===== config.mk =====
export PLATFORM = sky130hd
export DESIGN_NAME = fft_stage_sequencer_flat
export DESIGN_NICKNAME = d
export VERILOG_FILES = /design/src/rtl/fft_stage_sequencer_pkg.sv /design/src/rtl/fft_stage_sequencer_if.sv /design/src/rtl/fft_stage_sequencer_addr_gen.sv /design/src/rtl/fft_stage_sequencer.sv /design/src/flat_wrapper.sv
export SDC_FILE = /design/constraint.sdc
export NUM_CORES = 1
export LEC_CHECK = 0
export BUFFER_PORTS_ARGS = -buffer_cell sky130_fd_sc_hd__buf_4
export CORE_AREA = 2 2 135 137
export CTS_CLUSTER_DIAMETER = 80
export CTS_CLUSTER_SIZE = 24
export DETAILED_ROUTE_END_ITERATION = 10
export DIE_AREA = 0 0 137 139
export PLACE_DENSITY = 0.74
export RECOVER_POWER = 25
export SYNTH_ARGS = -nofsm -noshare
export SYNTH_HDL_FRONTEND = slang
export SYNTH_SLANG_ARGS = --single-unit

===== constraint.sdc =====
create_clock -name clk -period 3 [get_ports clk]
set_clock_uncertainty 0.05 [all_clocks]
set_input_delay 0 -clock clk [delete_from_list [all_inputs] [get_ports clk]]
set_output_delay 0 -clock clk [all_outputs]
set_load 0.02 [all_outputs]

===== src/rtl/fft_stage_sequencer_pkg.sv =====
// Shared constants, FSM state encoding and bench helpers for the FFT stage sequencer.
package fft_stage_sequencer_pkg;

  localparam int data_size = 15;
  localparam int DW        = data_size + 1;

  typedef enum logic [2:0] {
    ST_IDLE,
    ST_READ,
    ST_FETCH,
    ST_COMPUTE,
    ST_WRITE,
    ST_DONE
  } state_e;

  // Reverses the low 'bits' bits of v; used to place input samples in DIT order.
  function automatic int unsigned bit_reverse(input int unsigned v, input int unsigned bits);
    int unsigned r;
    r = 0;
    for (int i = 0; i < int'(bits); i++) r = (r << 1) | ((v >> i) & 1);
    return r;
  endfunction

endpackage


===== src/rtl/fft_stage_sequencer_if.sv =====
// Buffer, twiddle ROM and butterfly bus between the sequencer (master) and the datapath (slave).
interface fft_stage_sequencer_if #(parameter int LOG2N = 4);
  import fft_stage_sequencer_pkg::*;

  logic             o_rd_en;
  logic [LOG2N-1:0] o_rd_addr_a, o_rd_addr_b;
  logic [DW-1:0]    i_rd_data_ra, i_rd_data_ca, i_rd_data_rb, i_rd_data_cb;
  logic [LOG2N-2:0] o_tw_addr;
  logic [DW-1:0]    i_tw_r, i_tw_c;
  logic [DW-1:0]    o_bf_ra, o_bf_ca, o_bf_rb, o_bf_cb, o_bf_tw_r, o_bf_tw_c;
  logic [DW-1:0]    i_bf_ra, i_bf_ca, i_bf_rb, i_bf_cb;
  logic             o_wr_en;
  logic [LOG2N-1:0] o_wr_addr_a, o_wr_addr_b;
  logic [DW-1:0]    o_wr_data_ra, o_wr_data_ca, o_wr_data_rb, o_wr_data_cb;

  modport master (
    output o_rd_en, o_rd_addr_a, o_rd_addr_b, o_tw_addr,
    output o_bf_ra, o_bf_ca, o_bf_rb, o_bf_cb, o_bf_tw_r, o_bf_tw_c,
    output o_wr_en, o_wr_addr_a, o_wr_addr_b,
    output o_wr_data_ra, o_wr_data_ca, o_wr_data_rb, o_wr_data_cb,
    input  i_rd_data_ra, i_rd_data_ca, i_rd_data_rb, i_rd_data_cb,
    input  i_tw_r, i_tw_c,
    input  i_bf_ra, i_bf_ca, i_bf_rb, i_bf_cb
  );

  modport slave (
    input  o_rd_en, o_rd_addr_a, o_rd_addr_b, o_tw_addr,
    input  o_bf_ra, o_bf_ca, o_bf_rb, o_bf_cb, o_bf_tw_r, o_bf_tw_c,
    input  o_wr_en, o_wr_addr_a, o_wr_addr_b,
    input  o_wr_data_ra, o_wr_data_ca, o_wr_data_rb, o_wr_data_cb,
    output i_rd_data_ra, i_rd_data_ca, i_rd_data_rb, i_rd_data_cb,
    output i_tw_r, i_tw_c,
    output i_bf_ra, i_bf_ca, i_bf_rb, i_bf_cb
  );

endinterface


===== src/rtl/fft_stage_sequencer_addr_gen.sv =====
// Maps (stage s, pair k) to the in-place DIT operand addresses and twiddle index.
module fft_addr_gen #(
  parameter  int LOG2N = 4,
  localparam int SW    = (LOG2N > 1) ? $clog2(LOG2N) : 1
) (
  input  logic [SW-1:0]    i_s,
  input  logic [LOG2N-2:0] i_k,
  output logic [LOG2N-1:0] o_addr_a,
  output logic [LOG2N-1:0] o_addr_b,
  output logic [LOG2N-2:0] o_tw_addr
);

  logic [LOG2N-1:0] k_ext, half, low;

  always_comb begin
    k_ext     = {1'b0, i_k};
    half      = LOG2N'(1) << i_s;
    low       = k_ext & (half - LOG2N'(1));
    // Group index goes above the 'half' bit, offset within group stays below it.
    o_addr_a  = (((k_ext >> i_s) << i_s) << 1) | low;
    o_addr_b  = o_addr_a + half;
    o_tw_addr = low[LOG2N-2:0] << (SW'(LOG2N - 1) - i_s);
  end

endmodule


===== src/rtl/fft_stage_sequencer.sv =====
// In-place radix-2 DIT FFT sequencer: read pair, hold for butterfly, write back, per stage/pair.
// Build option FFT_SCALE_EN: butterfly results are halved (arithmetic shift) before write-back.
// state      | meaning
// ST_IDLE    | waiting for i_start
// ST_READ    | read strobe with operand and twiddle addresses
// ST_FETCH   | register read data and twiddle into butterfly operands
// ST_COMPUTE | hold operands BF_LATENCY cycles, capture results on the last
// ST_WRITE   | write strobe, advance pair/stage
// ST_DONE    | one-cycle done pulse
module fft_stage_sequencer
  import fft_stage_sequencer_pkg::*;
#(
  parameter int LOG2N      = 4,
  parameter int BF_LATENCY = 3
) (
  input  logic                 clk,
  input  logic                 rst_n,
  input  logic                 i_start,
  output logic                 o_busy,
  output logic                 o_done,
  fft_stage_sequencer_if.master bus
);

  localparam int SW = (LOG2N > 1) ? $clog2(LOG2N) : 1;
  localparam int KW = LOG2N - 1;
  localparam int CW = (BF_LATENCY > 1) ? $clog2(BF_LATENCY) : 1;
  localparam logic [SW-1:0] S_LAST = SW'(LOG2N - 1);
  localparam logic [CW-1:0] C_LOAD = CW'(BF_LATENCY - 1);

  function automatic logic [DW-1:0] scale(input logic [DW-1:0] x);
`ifdef FFT_SCALE_EN
    return {x[DW-1], x[DW-1:1]};
`else
    return x;
`endif
  endfunction

  state_e            state_q, state_d;
  logic [SW-1:0]     s_q, s_d;
  logic [KW-1:0]     k_q, k_d;
  logic [CW-1:0]     cnt_q, cnt_d;
  logic              busy_q, busy_d, done_q, done_d, rd_en_q, rd_en_d, wr_en_q, wr_en_d;
  logic [LOG2N-1:0]  rd_a_q, rd_a_d, rd_b_q, rd_b_d, wr_a_q, wr_a_d, wr_b_q, wr_b_d;
  logic [LOG2N-2:0]  tw_q, tw_d;
  logic [5:0][DW-1:0] bf_q, bf_d;
  logic [3:0][DW-1:0] wd_q, wd_d;
  logic [LOG2N-1:0]  gen_a, gen_b;
  logic [LOG2N-2:0]  gen_tw;

  // Addresses are generated from the next (s, k) so they register in step with the strobes.
  fft_addr_gen #(.LOG2N(LOG2N)) u_addr_gen (
    .i_s       (s_d),
    .i_k       (k_d),
    .o_addr_a  (gen_a),
    .o_addr_b  (gen_b),
    .o_tw_addr (gen_tw)
  );

  always_comb begin
    state_d = state_q;
    s_d     = s_q;
    k_d     = k_q;
    cnt_d   = cnt_q;
    bf_d    = bf_q;
    wd_d    = wd_q;
    case (state_q)
      ST_IDLE: begin
        if (i_start) begin
          s_d     = '0;
          k_d     = '0;
          state_d = ST_READ;
        end
      end
      ST_READ:  state_d = ST_FETCH;
      ST_FETCH: begin
        bf_d    = {bus.i_tw_c, bus.i_tw_r, bus.i_rd_data_cb, bus.i_rd_data_rb,
                   bus.i_rd_data_ca, bus.i_rd_data_ra};
        cnt_d   = C_LOAD;
        state_d = ST_COMPUTE;
      end
      ST_COMPUTE: begin
        if (cnt_q == '0) begin
          wd_d    = {scale(bus.i_bf_cb), scale(bus.i_bf_rb), scale(bus.i_bf_ca), scale(bus.i_bf_ra)};
          state_d = ST_WRITE;
        end else begin
          cnt_d = cnt_q - CW'(1);
        end
      end
      ST_WRITE: begin
        if (k_q != {KW{1'b1}}) begin
          k_d     = k_q + KW'(1);
          state_d = ST_READ;
        end else if (s_q != S_LAST) begin
          s_d     = s_q + SW'(1);
          k_d     = '0;
          state_d = ST_READ;
        end else begin
          state_d = ST_DONE;
        end
      end
      ST_DONE: state_d = ST_IDLE;
      default: state_d = ST_IDLE;
    endcase
  end

  always_comb begin
    busy_d  = (state_d != ST_IDLE);
    done_d  = (state_d == ST_DONE);
    rd_en_d = (state_d == ST_READ);
    wr_en_d = (state_d == ST_WRITE);
    rd_a_d  = rd_a_q;
    rd_b_d  = rd_b_q;
    tw_d    = tw_q;
    wr_a_d  = wr_a_q;
    wr_b_d  = wr_b_q;
    if (rd_en_d) begin
      rd_a_d = gen_a;
      rd_b_d = gen_b;
      tw_d   = gen_tw;
    end
    if (wr_en_d) begin
      wr_a_d = gen_a;
      wr_b_d = gen_b;
    end
  end

  always_ff @(posedge clk) begin
    if (!rst_n) begin
      state_q <= ST_IDLE;
      s_q     <= '0;
      k_q     <= '0;
      cnt_q   <= '0;
      busy_q  <= 1'b0;
      done_q  <= 1'b0;
      rd_en_q <= 1'b0;
      wr_en_q <= 1'b0;
      rd_a_q  <= '0;
      rd_b_q  <= '0;
      tw_q    <= '0;
      wr_a_q  <= '0;
      wr_b_q  <= '0;
      bf_q    <= '0;
      wd_q    <= '0;
    end else begin
      state_q <= state_d;
      s_q     <= s_d;
      k_q     <= k_d;
      cnt_q   <= cnt_d;
      busy_q  <= busy_d;
      done_q  <= done_d;
      rd_en_q <= rd_en_d;
      wr_en_q <= wr_en_d;
      rd_a_q  <= rd_a_d;
      rd_b_q  <= rd_b_d;
      tw_q    <= tw_d;
      wr_a_q  <= wr_a_d;
      wr_b_q  <= wr_b_d;
      bf_q    <= bf_d;
      wd_q    <= wd_d;
    end
  end

  assign o_busy           = busy_q;
  assign o_done           = done_q;
  assign bus.o_rd_en      = rd_en_q;
  assign bus.o_rd_addr_a  = rd_a_q;
  assign bus.o_rd_addr_b  = rd_b_q;
  assign bus.o_tw_addr    = tw_q;
  assign bus.o_bf_ra      = bf_q[0];
  assign bus.o_bf_ca      = bf_q[1];
  assign bus.o_bf_rb      = bf_q[2];
  assign bus.o_bf_cb      = bf_q[3];
  assign bus.o_bf_tw_r    = bf_q[4];
  assign bus.o_bf_tw_c    = bf_q[5];
  assign bus.o_wr_en      = wr_en_q;
  assign bus.o_wr_addr_a  = wr_a_q;
  assign bus.o_wr_addr_b  = wr_b_q;
  assign bus.o_wr_data_ra = wd_q[0];
  assign bus.o_wr_data_ca = wd_q[1];
  assign bus.o_wr_data_rb = wd_q[2];
  assign bus.o_wr_data_cb = wd_q[3];

endmodule


===== src/flat_wrapper.sv =====
// flat-port wrapper written by rule: the top's interface ports become plain ports
module fft_stage_sequencer_flat import fft_stage_sequencer_pkg::*;
#(
  parameter int LOG2N      = 4,
  parameter int BF_LATENCY = 3
)
  (clk, rst_n, i_start, o_busy, o_done, bus_o_rd_en, bus_o_rd_addr_a, bus_o_rd_addr_b, bus_o_tw_addr, bus_o_bf_ra, bus_o_bf_ca, bus_o_bf_rb, bus_o_bf_cb, bus_o_bf_tw_r, bus_o_bf_tw_c, bus_o_wr_en, bus_o_wr_addr_a, bus_o_wr_addr_b, bus_o_wr_data_ra, bus_o_wr_data_ca, bus_o_wr_data_rb, bus_o_wr_data_cb, bus_i_rd_data_ra, bus_i_rd_data_ca, bus_i_rd_data_rb, bus_i_rd_data_cb, bus_i_tw_r, bus_i_tw_c, bus_i_bf_ra, bus_i_bf_ca, bus_i_bf_rb, bus_i_bf_cb);
  fft_stage_sequencer_if #(.LOG2N(LOG2N)) bus_i ();
  input  logic clk;
  input  logic rst_n;
  input  logic i_start;
  output logic o_busy;
  output logic o_done;
  output wire logic [$bits(bus_i.o_rd_en)-1:0] bus_o_rd_en;
  output wire logic [$bits(bus_i.o_rd_addr_a)-1:0] bus_o_rd_addr_a;
  output wire logic [$bits(bus_i.o_rd_addr_b)-1:0] bus_o_rd_addr_b;
  output wire logic [$bits(bus_i.o_tw_addr)-1:0] bus_o_tw_addr;
  output wire logic [$bits(bus_i.o_bf_ra)-1:0] bus_o_bf_ra;
  output wire logic [$bits(bus_i.o_bf_ca)-1:0] bus_o_bf_ca;
  output wire logic [$bits(bus_i.o_bf_rb)-1:0] bus_o_bf_rb;
  output wire logic [$bits(bus_i.o_bf_cb)-1:0] bus_o_bf_cb;
  output wire logic [$bits(bus_i.o_bf_tw_r)-1:0] bus_o_bf_tw_r;
  output wire logic [$bits(bus_i.o_bf_tw_c)-1:0] bus_o_bf_tw_c;
  output wire logic [$bits(bus_i.o_wr_en)-1:0] bus_o_wr_en;
  output wire logic [$bits(bus_i.o_wr_addr_a)-1:0] bus_o_wr_addr_a;
  output wire logic [$bits(bus_i.o_wr_addr_b)-1:0] bus_o_wr_addr_b;
  output wire logic [$bits(bus_i.o_wr_data_ra)-1:0] bus_o_wr_data_ra;
  output wire logic [$bits(bus_i.o_wr_data_ca)-1:0] bus_o_wr_data_ca;
  output wire logic [$bits(bus_i.o_wr_data_rb)-1:0] bus_o_wr_data_rb;
  output wire logic [$bits(bus_i.o_wr_data_cb)-1:0] bus_o_wr_data_cb;
  input wire logic [$bits(bus_i.i_rd_data_ra)-1:0] bus_i_rd_data_ra;
  input wire logic [$bits(bus_i.i_rd_data_ca)-1:0] bus_i_rd_data_ca;
  input wire logic [$bits(bus_i.i_rd_data_rb)-1:0] bus_i_rd_data_rb;
  input wire logic [$bits(bus_i.i_rd_data_cb)-1:0] bus_i_rd_data_cb;
  input wire logic [$bits(bus_i.i_tw_r)-1:0] bus_i_tw_r;
  input wire logic [$bits(bus_i.i_tw_c)-1:0] bus_i_tw_c;
  input wire logic [$bits(bus_i.i_bf_ra)-1:0] bus_i_bf_ra;
  input wire logic [$bits(bus_i.i_bf_ca)-1:0] bus_i_bf_ca;
  input wire logic [$bits(bus_i.i_bf_rb)-1:0] bus_i_bf_rb;
  input wire logic [$bits(bus_i.i_bf_cb)-1:0] bus_i_bf_cb;
  assign bus_o_rd_en = bus_i.o_rd_en;
  assign bus_o_rd_addr_a = bus_i.o_rd_addr_a;
  assign bus_o_rd_addr_b = bus_i.o_rd_addr_b;
  assign bus_o_tw_addr = bus_i.o_tw_addr;
  assign bus_o_bf_ra = bus_i.o_bf_ra;
  assign bus_o_bf_ca = bus_i.o_bf_ca;
  assign bus_o_bf_rb = bus_i.o_bf_rb;
  assign bus_o_bf_cb = bus_i.o_bf_cb;
  assign bus_o_bf_tw_r = bus_i.o_bf_tw_r;
  assign bus_o_bf_tw_c = bus_i.o_bf_tw_c;
  assign bus_o_wr_en = bus_i.o_wr_en;
  assign bus_o_wr_addr_a = bus_i.o_wr_addr_a;
  assign bus_o_wr_addr_b = bus_i.o_wr_addr_b;
  assign bus_o_wr_data_ra = bus_i.o_wr_data_ra;
  assign bus_o_wr_data_ca = bus_i.o_wr_data_ca;
  assign bus_o_wr_data_rb = bus_i.o_wr_data_rb;
  assign bus_o_wr_data_cb = bus_i.o_wr_data_cb;
  assign bus_i.i_rd_data_ra = bus_i_rd_data_ra;
  assign bus_i.i_rd_data_ca = bus_i_rd_data_ca;
  assign bus_i.i_rd_data_rb = bus_i_rd_data_rb;
  assign bus_i.i_rd_data_cb = bus_i_rd_data_cb;
  assign bus_i.i_tw_r = bus_i_tw_r;
  assign bus_i.i_tw_c = bus_i_tw_c;
  assign bus_i.i_bf_ra = bus_i_bf_ra;
  assign bus_i.i_bf_ca = bus_i_bf_ca;
  assign bus_i.i_bf_rb = bus_i_bf_rb;
  assign bus_i.i_bf_cb = bus_i_bf_cb;
  fft_stage_sequencer #(.LOG2N(LOG2N), .BF_LATENCY(BF_LATENCY)) u_core (.clk(clk), .rst_n(rst_n), .i_start(i_start), .o_busy(o_busy), .o_done(o_done), .bus(bus_i));
endmodule

==> results of run 1 <==
-- worst min-delay path, stage by stage --
cell           delay, ps
dlygate4sd3_1        520
buf_4                100
nand2_1               40
a21oi_1              100
-- area by class of cell --
cell class | instances | area share [%]
diodes | 2 | 0.0428
clock buffers | 18 | 3.76
clock inverters | 13 | 1.24
inverters | 8 | 0.300
multi-input cells | 617 | 25.0
flip-flops and latches | 193 | 33.1
well taps | 229 | 2.45
repair buffers | 518 | 34.2
-- repair_timing --
action                                  4_1_cts  5_1_grt
gates resized for setup                       0        4
endpoints found under the setup margin        0        3
endpoints found under the hold margin       171        0
setup buffers                                 0        1
hold buffers                                162        0
-- stage by stage --
step           setup WS [ps]  hold WS (ps)  util [%]
2_1_floorplan            399          86.0         -
3_3_place_gp             260           196      55.5
3_5_place_dp             151           204      55.5
4_1_cts                  120           284      68.0
5_1_grt                -2.17           312      66.2
6_report                 177           313      66.2
-- power by group through the flow --
| stage | Sequential [mW] | Clock, mW | Combinational, mW |
|---|---|---|---|
| 4_1_cts | 2.74 | 2.31 | 1.03 |
| 2_1_floorplan | 2.93 | 0 | 0.290 |
| 3_3_place_gp | 2.79 | 0 | 0.849 |
| 6_report | 2.74 | 2.27 | 1.00 |
| 5_1_grt | 2.75 | 2.40 | 1.08 |
| 3_5_place_dp | 2.80 | 0 | 0.856 |
-- synthesized netlist by cell type, drive strengths merged, types with 3 or more instances --
master  instances
clkbuf         45
dfxtp         193
nand3           5
inv             8
a31oi           6
mux2i           3
nand2         339
nor2           20
o21ai          12
a21oi         177
o211ai          4
buf            19
ha              6
a211oi         10
and3            3
-- layer usage --
layer / wire [um] / up-vias / track usage [%] / part of all wire (%)
li1: - / 3844 / - / -
met1: 9760 / 3578 / 28.5 / 39
met2: 12000 / 332 / 42.2 / 48
met3: 2270 / 72 / 8.33 / 9.1
met4: 913 / 0 / 12.4 / 3.7
met5: 0 / - / 0 / 0
-- kinds of logic after synthesis --
kind of cell / Yosys count / share of synthesized area (%)
muxes: 3 / 0.428
other: 1 / 0.0534
buffers and inverters: 72 / 4.05
DFF: 193 / 55.1
AOI/OAI and AO/OA: 218 / 17.0
adders and majority gates: 7 / 1.36
xor gates and xnor gates: 1 / 0.125
and+or+nand+nor: 387 / 21.9
-- worst max-delay path by stage --
stage,end,slack (ps),cells past startpoint,startpoint
2_1_floorplan,u_core.bus.o_rd_addr_b[3]$_SDFFE_PN0P_,400,12,u_core.k_q[0]$_SDFF_PN0_
3_3_place_gp,u_core.bus.o_rd_addr_b[3]$_SDFFE_PN0P_,260,11,u_core.k_q[0]$_SDFF_PN0_
3_5_place_dp,u_core.bus.o_rd_addr_b[3]$_SDFFE_PN0P_,150,11,u_core.k_q[0]$_SDFF_PN0_
4_1_cts,u_core.bus.o_rd_addr_b[3]$_SDFFE_PN0P_,120,11,u_core.k_q[0]$_SDFF_PN0_
5_1_grt,u_core.bus.o_rd_addr_b[3]$_SDFFE_PN0P_,-2,11,u_core.k_q[0]$_SDFF_PN0_
6_report,u_core.bus.o_rd_addr_b[3]$_SDFFE_PN0P_,180,11,u_core.k_q[0]$_SDFF_PN0_
==> reports/qor.csv, run 1 <==
stage;metric;value;unit
worst_setup_path;flop2flop setup slack;180;ps
run;MaxCap Viol Count;0;
power_and_ir_drop;Net Sw Power;1.67;mW
synth;Yosys reg bits;193;
layout;layout cells sized above 1;22.8;%
global_route;pin count of the biggest net entering global routing;102;
detailed_routing;DR pass1 iterations;5;
global_route;first-pass GRT wire length;38.3;mm
detailed_routing;DRC Markers;0;
synth;Synth Cell Area;0.00702;mm2
synth;post-synth cell types;47;
place;HPWL after DPL;14.8;mm
clocking;clock buffer depth;2;
detailed_routing;DR WL/cell;15.6;um
worst_setup_path;Most common cell on crit path;ha_1;
detailed_routing;First DRT Iteration DRCs;322;
timing;Slew headroom;48.7;%
worst_setup_path;Critical Setup Path Class;reg -> reg;
timing;Slew @ Worst Pin;770;ps
clocking;total CTS buffers;17;
timing;Final Hold Fails;0;
synth;Syn Nets;1052;
global_route;initial antenna violation count;2;
worst_hold_path;Hold Path Origin;bus_i_bf_ca[5];
worst_setup_path;r2r startpoint;u_core.k_q[0]$_SDFF_PN0_;
floorplan;die width;137;um
clocking;Worst-path clk slew;80;ps
synth;dominant cells by area after synthesis;dfxtp_1 55%, nand2_1 18%, a21oi_1 13%, clkbuf_1 2.4%, ha_1 1.1%;
synth;Syn Inst Count;882;
clocking;H-tree level count;4;
timing;final setup vio count;0;
power_and_ir_drop;Leak;4.71;nW
status;status;complete, no violations;
global_route;grt ovf;0;
worst_hold_path;hold endpoint;u_core.bus.o_wr_data_ca[5]$_SDFFE_PN0P_;
worst_setup_path;Crit-path slowest cell;dfxtp_1;
floorplan;DIE AREA;0.0190;mm2
power_and_ir_drop;Clk pwr share;37.7;%
worst_setup_path;Bufs and invs on worst path;0;
power_and_ir_drop;Power Dens Cells;514;mW/mm2
floorplan;die height;139;um
timing;Fmax;0.354;GHz
global_route;GRT Total Usage;25.2;%
place;routability congestion estimate;0.883;
worst_setup_path;R2R depth;11;
layout;area of the multi-input gates;0.00292;mm2
floorplan;Site Rows;49;
global_route;vias in the first global route;7693;
clocking;clk sinks;193;
layout;fin nets;1525;
timing;Setup TNS Final;0;ps
detailed_routing;vias post-DR;7826;
layout;post-layout instance area;0.0117;mm2
layout;non-filler cells, final;1598;
worst_setup_path;CP Launch Type;flop;
power_and_ir_drop;switch share;27.7;%
synth;EDFF count, synth;0;
timing;period utilisation layout;94.1;%
worst_setup_path;CP top delay family;compound AO/OA/AOI/OAI gates;
synth;Synth top area share;55.1;%
floorplan;Starting Density;39.7;%
timing;Final Max Tran Viols;0;
layout;Fillers;1396;
timing;crit path time final;2820;ps
detailed_routing;Post-Route WL;25.0;mm
worst_setup_path;worst path required time;3290;ps
detailed_routing;Routed Antenna Nets;0;
worst_setup_path;CP Capture Type;flop;
synth;cell accounting for the most synthesized area;dfxtp_1;
worst_hold_path;hold path cells;4;
power_and_ir_drop;sequential share of power;45.6;%
clocking;CTS tree;yes;
worst_hold_path;HP Class;in -> reg;
synth;Synth Flop Type;dfxtp_1;
worst_setup_path;Cell Chain, Critical Path;ha_1 > ha_2 > nand2_1 > o21ai_2 > a21oi_2 > a31oi_1 > nor2_1 > ha_1 > a21oi_1 > or3_1 > a311oi_2;
layout;Area growth, synth to finish;66.5;%
synth;Syn Area/Cell;7.96;um2
power_and_ir_drop;Pint;4.34;mW
synth;Async S/R FF share, synth;0;%
layout;commonest non-fill, non-tap cell in the layout;nand2_1;
worst_setup_path;Critical R2R Capture;u_core.bus.o_rd_addr_b[3]$_SDFFE_PN0P_;
layout;most frequent cells in the layout;339 x nand2_1, 258 x buf_4, 193 x dfxtp_1;
worst_setup_path;largest stage delay on the critical path;380;ps
floorplan;core area;0.0177;mm2
synth;register area share after synthesis;55.1;%
place;Cells after DPL;1402;
synth;Synth Warn #;0;
place;PortBufs;345;
place;placed cell area;0.00980;mm2
clocking;root buffer cell;clkbuf_16;
detailed_routing;via/cell ratio;4.90;
clocking;worst skew pair latency;420;ps
worst_setup_path;crit-path max FO;8;
power_and_ir_drop;Worst VDD drop;364;uV
worst_setup_path;crit path DAT;3110;ps
power_and_ir_drop;Tot Pwr;6.01;mW
floorplan;Top Ports;346;
power_and_ir_drop;combinational group share of total power;16.7;%
layout;Seq. cell area;0.00386;mm2
Note: power is estimated with default switching activity, not from simulation.
==> run 2: changes to the inputs <==
--- a/constraint.sdc
+++ b/constraint.sdc
@@ -4,2 +4,2 @@
 set_output_delay 0 -clock clk [all_outputs]
-set_load 0.02 [all_outputs]
+set_load 0.01 [all_outputs]
==> reports/qor.csv, run 2 (same netlist as run 1, synthesis figures left out) <==
stage;metric;value;unit;change
worst_hold_path;hold endpoint;u_core.bus.o_wr_data_ra[2]$_SDFFE_PN0P_;;was u_core.bus.o_wr_data_ca[5]$_SDFFE_PN0P_
worst_setup_path;CP Launch Type;flop;;unchanged
power_and_ir_drop;Power Dens Cells;507;mW/mm2;was 514 mW/mm2
detailed_routing;vias post-DR;7843;;was 7826
clocking;clock buffer depth;2;;unchanged
timing;Setup TNS Final;0;ps;unchanged
global_route;first-pass GRT wire length;38.3;mm;unchanged
clocking;root buffer cell;clkbuf_16;;unchanged
worst_setup_path;R2R depth;11;;unchanged
worst_setup_path;Bufs and invs on worst path;0;;unchanged
worst_hold_path;hold path cells;4;;unchanged
worst_setup_path;CP Capture Type;flop;;unchanged
clocking;CTS tree;yes;;unchanged
detailed_routing;DR pass1 iterations;5;;unchanged
worst_setup_path;crit path DAT;3110;ps;about the same
detailed_routing;Post-Route WL;25.0;mm;about the same
run;MaxCap Viol Count;0;;unchanged
detailed_routing;First DRT Iteration DRCs;337;;was 322
timing;Slew @ Worst Pin;774;ps;was 770 ps
worst_hold_path;Hold Path Origin;bus_i_bf_ra[2];;was bus_i_bf_ca[5]
layout;Area growth, synth to finish;66.5;%;unchanged
place;HPWL after DPL;14.8;mm;unchanged
worst_setup_path;Crit-path slowest cell;dfxtp_1;;unchanged
timing;Fmax;0.354;GHz;about the same
timing;final setup vio count;0;;unchanged
layout;most frequent cells in the layout;339 x nand2_1, 258 x buf_4, 193 x dfxtp_1;;unchanged
global_route;pin count of the biggest net entering global routing;102;;unchanged
place;PortBufs;345;;unchanged
clocking;Worst-path clk slew;70;ps;was 80 ps
worst_setup_path;crit-path max FO;8;;unchanged
place;placed cell area;0.00980;mm2;unchanged
timing;crit path time final;2820;ps;about the same
detailed_routing;via/cell ratio;4.91;;was 4.90
detailed_routing;DRC Markers;0;;unchanged
place;Cells after DPL;1402;;unchanged
worst_setup_path;largest stage delay on the critical path;380;ps;about the same
layout;post-layout instance area;0.0117;mm2;unchanged
timing;period utilisation layout;94.1;%;about the same
worst_setup_path;crit path launch;u_core.k_q[0]$_SDFF_PN0_;;unchanged
floorplan;Top Ports;346;;unchanged
global_route;GRT Total Usage;25.2;%;unchanged
floorplan;die width;137;um;unchanged
worst_setup_path;flop2flop setup slack;180;ps;about the same
layout;fin nets;1525;;unchanged
place;routability congestion estimate;0.883;;unchanged
worst_setup_path;CP top delay family;compound AO/OA/AOI/OAI gates;;unchanged
clocking;total CTS buffers;17;;unchanged
worst_setup_path;Cell Chain, Critical Path;ha_1 > ha_2 > nand2_1 > o21ai_2 > a21oi_2 > a31oi_1 > nor2_1 > ha_1 > a21oi_1 > or3_1 > a311oi_2;;unchanged
global_route;grt ovf;0;;unchanged
worst_setup_path;Critical R2R Capture;u_core.bus.o_rd_addr_b[3]$_SDFFE_PN0P_;;unchanged
global_route;initial antenna violation count;2;;unchanged
worst_hold_path;HP Class;in -> reg;;unchanged
timing;Slew headroom;48.4;%;was 48.7%
layout;non-filler cells, final;1598;;unchanged
detailed_routing;Routed Antenna Nets;0;;unchanged
timing;final worst slack;177;ps;about the same
worst_setup_path;worst path required time;3290;ps;about the same
worst_setup_path;Critical Setup Path Class;reg -> reg;;unchanged
layout;layout cells sized above 1;22.8;%;unchanged
clocking;worst skew pair latency;420;ps;about the same
power_and_ir_drop;Worst VDD drop;370;uV;was 364 uV
floorplan;Site Rows;49;;unchanged
worst_setup_path;Most common cell on crit path;ha_1;;unchanged
clocking;clk sinks;193;;unchanged
worst_setup_path;r2r startpoint;u_core.k_q[0]$_SDFF_PN0_;;unchanged
status;status;complete, no violations;;unchanged
timing;Final Hold Fails;0;;unchanged
floorplan;Starting Density;39.7;%;unchanged
floorplan;core area;0.0177;mm2;unchanged
layout;Fillers;1401;;was 1396
power_and_ir_drop;Leak;4.71;nW;about the same
place;Placement Setup Slack;151;ps;unchanged
clocking;H-tree level count;4;;unchanged
layout;commonest non-fill, non-tap cell in the layout;nand2_1;;unchanged
floorplan;DIE AREA;0.0190;mm2;unchanged
floorplan;die height;139;um;unchanged
global_route;vias in the first global route;7693;;unchanged
timing;Final Max Tran Viols;0;;unchanged
detailed_routing;DR WL/cell;15.6;um;about the same
==> run 2: cell counts in the layout (fill, tap and decap cells not counted) <==
No cell type changed its count.
==> run 2: cell type report <==
| cell class | count | area (um2) | area share, % |
|---|---|---|---|
| clock buffers | 18 | 439 | 3.76 |
| flip-flops and latches | 193 | 3860 | 33.1 |
| repair buffers | 518 | 3990 | 34.2 |
| multi-input cells | 617 | 2920 | 25.0 |
| diodes | 2 | 5.00 | 0.0428 |
| clock inverters | 13 | 145 | 1.24 |
| well taps | 229 | 287 | 2.45 |
| inverters | 8 | 35.0 | 0.300 |
==> run 2: worst max path at each step <==
stage                                                         to  slack (ps)  cells past startpoint
after floorplan           u_core.bus.o_rd_addr_b[3]$_SDFFE_PN0P_         400                     12
after global placement    u_core.bus.o_rd_addr_b[3]$_SDFFE_PN0P_         260                     11
after detailed placement  u_core.bus.o_rd_addr_b[3]$_SDFFE_PN0P_         150                     11
after CTS                 u_core.bus.o_rd_addr_b[3]$_SDFFE_PN0P_         120                     11
after global routing      u_core.bus.o_rd_addr_b[3]$_SDFFE_PN0P_          -2                     11
final                     u_core.bus.o_rd_addr_b[3]$_SDFFE_PN0P_         180                     11
==> run 2: what timing repair did <==
action / CTS / global route
hold buffers: 162 / 0
hold endpoints to repair: 171 / 0
buffers inserted: 0 / 1
setup endpoints to repair: 0 / 3
resized for setup: 0 / 4
==> run 2: per-layer routing <==
metal	wire (um)	vias up	track usage [%]
met1	9660	3573	28.5
met5	0	-	0
met2	12000	348	42.2
li1	-	3847	-
met4	1010	0	12.4
met3	2330	75	8.33
==> run 2: power by group <==
part | total [mW] | internal, mW | switching, mW
clock | 2.27 | 1.20 | 1.07
combinational | 0.918 | 0.466 | 0.452
sequential | 2.74 | 2.68 | 0.0632
total | 5.93 | 4.34 | 1.59
==> run 2: stage by stage <==
stage	hold slack (ps)	util, %	total power [mW]
2_1_floorplan	86.0	-	3.13
3_3_place_gp	196	55.5	3.55
3_5_place_dp	204	55.5	3.57
4_1_cts	284	68.0	5.99
5_1_grt	312	66.2	6.15
6_report	312	66.2	5.93
==> run 2: worst min-delay path: cells and delay by family <==
family	cells	cell delay [ps]
AND/OR/NAND/NOR	1	40
AO/OA/AOI/OAI	1	100
buffers and inverters	2	620
==> run 3: changes to the inputs <==
Settings changed: CORE_AREA 2 2 135 137 to unset, CORE_MARGIN set to 5, CORE_UTILIZATION set to 46, DIE_AREA 0 0 137 139 to unset, PLACE_DENSITY 0.74 to 0.83.
==> reports/qor.csv, run 3 (same netlist as run 1, synthesis figures left out) <==
stage;metric;value;unit;change
power_and_ir_drop;Leak;4.77;nW;was 4.71 nW
layout;post-layout instance area;0.0117;mm2;about the same
worst_setup_path;crit path launch;u_core.state_q[1]$_SDFF_PN0_;;was u_core.k_q[0]$_SDFF_PN0_
timing;Setup TNS Final;0;ps;unchanged
layout;commonest non-fill, non-tap cell in the layout;nand2_1;;unchanged
place;HPWL after DPL;16.2;mm;was 14.8 mm
place;placed cell area;0.00979;mm2;was 0.00980 mm2
power_and_ir_drop;Power Dens Cells;521;mW/mm2;was 507 mW/mm2
timing;final setup vio count;0;;unchanged
place;routability congestion estimate;0.824;;was 0.883
worst_setup_path;r2r startpoint;u_core.state_q[1]$_SDFF_PN0_;;was u_core.k_q[0]$_SDFF_PN0_
global_route;initial antenna violation count;1;;was 2
detailed_routing;Routed Antenna Nets;0;;unchanged
worst_setup_path;Critical Setup Path Class;reg -> reg;;unchanged
worst_setup_path;crit-path max FO;13;;was 8
layout;Fillers;936;;was 1401
detailed_routing;Post-Route WL;29.9;mm;was 25.0 mm
floorplan;die height;134;um;was 139 um
timing;period utilisation layout;96.4;%;was 94.1%
detailed_routing;First DRT Iteration DRCs;649;;was 337
worst_hold_path;HP Class;in -> reg;;unchanged
clocking;worst skew pair latency;420;ps;about the same
place;Cells after DPL;1369;;was 1402
global_route;first-pass GRT wire length;45.6;mm;was 38.3 mm
status;status;complete, no violations;;unchanged
clocking;clk sinks;193;;unchanged
global_route;grt ovf;0;;unchanged
timing;Fmax;0.346;GHz;was 0.354 GHz
layout;Seq. cell area;0.00386;mm2;unchanged
floorplan;die width;134;um;was 137 um
timing;Final Hold Fails;0;;unchanged
timing;Hold Slack;322;ps;was 312 ps
global_route;GRT Total Usage;31.8;%;was 25.2%
layout;layout cells sized above 1;23.4;%;was 22.8%
power_and_ir_drop;Worst VDD drop;388;uV;was 370 uV
place;PortBufs;345;;unchanged
worst_setup_path;worst path required time;3280;ps;was 3290 ps
timing;Slew headroom;34.5;%;was 48.4%
worst_setup_path;CP Capture Type;flop;;unchanged
layout;area of the multi-input gates;0.00295;mm2;was 0.00292 mm2
clocking;root buffer cell;clkbuf_16;;unchanged
power_and_ir_drop;Tot Pwr;6.12;mW;was 5.93 mW
floorplan;DIE AREA;0.0178;mm2;was 0.0190 mm2
worst_setup_path;Crit-path slowest cell;or3b_2;;was dfxtp_1
layout;most frequent cells in the layout;338 x nand2_1, 267 x buf_4, 193 x dfxtp_1;;was 339 x nand2_1, 258 x buf_4, 193 x dfxtp_1
detailed_routing;vias post-DR;8424;;was 7843
worst_hold_path;Hold Path Origin;bus_i_rd_data_ra[5];;was bus_i_bf_ra[2]
clocking;clock buffer depth;2;;unchanged
layout;non-filler cells, final;1563;;was 1598
timing;Final Max Tran Viols;0;;unchanged
worst_setup_path;largest stage delay on the critical path;560;ps;was 380 ps
clocking;CTS tree;yes;;unchanged
clocking;H-tree level count;4;;unchanged
run;MaxCap Viol Count;0;;unchanged
floorplan;Starting Density;46.5;%;was 39.7%
layout;fin nets;1532;;was 1525
clocking;Worst-path clk slew;70;ps;about the same
layout;Area growth, synth to finish;67.4;%;was 66.5%
floorplan;core area;0.0151;mm2;was 0.0177 mm2
timing;crit path time final;2890;ps;was 2820 ps
worst_setup_path;CP Launch Type;flop;;unchanged
global_route;pin count of the biggest net entering global routing;97;;was 102
global_route;vias in the first global route;8637;;was 7693
timing;Slew @ Worst Pin;983;ps;was 774 ps
detailed_routing;DR WL/cell;19.1;um;was 15.6 um
detailed_routing;DRC Markers;0;;unchanged
detailed_routing;DR pass1 iterations;5;;unchanged
clocking;total CTS buffers;17;;unchanged
floorplan;Site Rows;45;;was 49
detailed_routing;via/cell ratio;5.39;;was 4.91
worst_setup_path;Cell Chain, Critical Path;or3b_2 > o21bai_1 > a21oi_2 > a31oi_4 > nor2_1 > ha_1 > a21oi_1 > or3_1 > a311oi_2;;was ha_1 > ha_2 > nand2_1 > o21ai_2 > a21oi_2 > a31oi_1 > nor2_1 > ha_1 > a21oi_1 > or3_1 > a311oi_2
floorplan;Top Ports;346;;unchanged
worst_setup_path;crit path DAT;3170;ps;was 3110 ps
run 3: worst paths after layout:
kind                                                  to  slack [ps]  depth (start not counted)
setup reg to reg  u_core.bus.o_rd_addr_b[3]$_SDFFE_PN0P_         110                          9
hold reg to reg       u_core.bus.o_bf_cb[7]$_SDFFE_PN0P_         400                          2
setup / recovery  u_core.bus.o_rd_addr_b[3]$_SDFFE_PN0P_         110                          9
hold / removal        u_core.bus.o_bf_ra[5]$_SDFFE_PN0P_         320                          4
run 3: through the flow:
| step | utilization (%) | worst slack [ps] |
|---|---|---|
| global placement | 64.9 | 230 |
| finish | 77.8 | 109 |
| floorplan | - | 399 |
| detailed placement | 64.9 | 143 |
| CTS | 79.8 | 80.5 |
| global route | 77.8 | -39.3 |
run 3: layout make-up:
type | count | share of cell area (%)
clock inverters | 10 | 1.25
diodes | 1 | 0.0213
inverters | 8 | 0.298
repair buffers | 525 | 34.4
flip-flops and latches | 193 | 32.9
clock buffers | 21 | 4.09
well taps | 188 | 2.00
multi-input cells | 617 | 25.1
run 3: where the power goes:
part / switching (mW) / internal (mW)
Combinational: 0.487 / 0.470
Sequential: 0.0736 / 2.68
Clock: 1.00 / 1.41
Total: 1.56 / 4.56
run 3: worst max-delay path: cells and delay by family, from the launching register on:
family | cells | cell delay [ps]
adders and majority gates | 1 | 320
AOI/OAI and AO/OA | 5 | 1010
DFF | 1 | 440
and+or+nand+nor | 3 | 990
run 3: repair_timing:
action | 4_1_cts | 5_1_grt
buffers inserted | 0 | 0
hold buffers | 162 | 0
endpoints found under the hold margin | 171 | 0
setup endpoints to repair | 0 | 2
gates resized for setup | 0 | 9
run 3: routing by layer:
metal | share of wire (%) | routed length [um] | track usage, % | vias up
li1 | - | - | - | 3852
met3 | 9.4 | 2820 | 9.86 | 120
met1 | 36 | 10800 | 34.7 | 3932
met2 | 49 | 14700 | 55.2 | 520
met4 | 5.6 | 1670 | 17.5 | 0
met5 | 0 | 0 | 0 | -
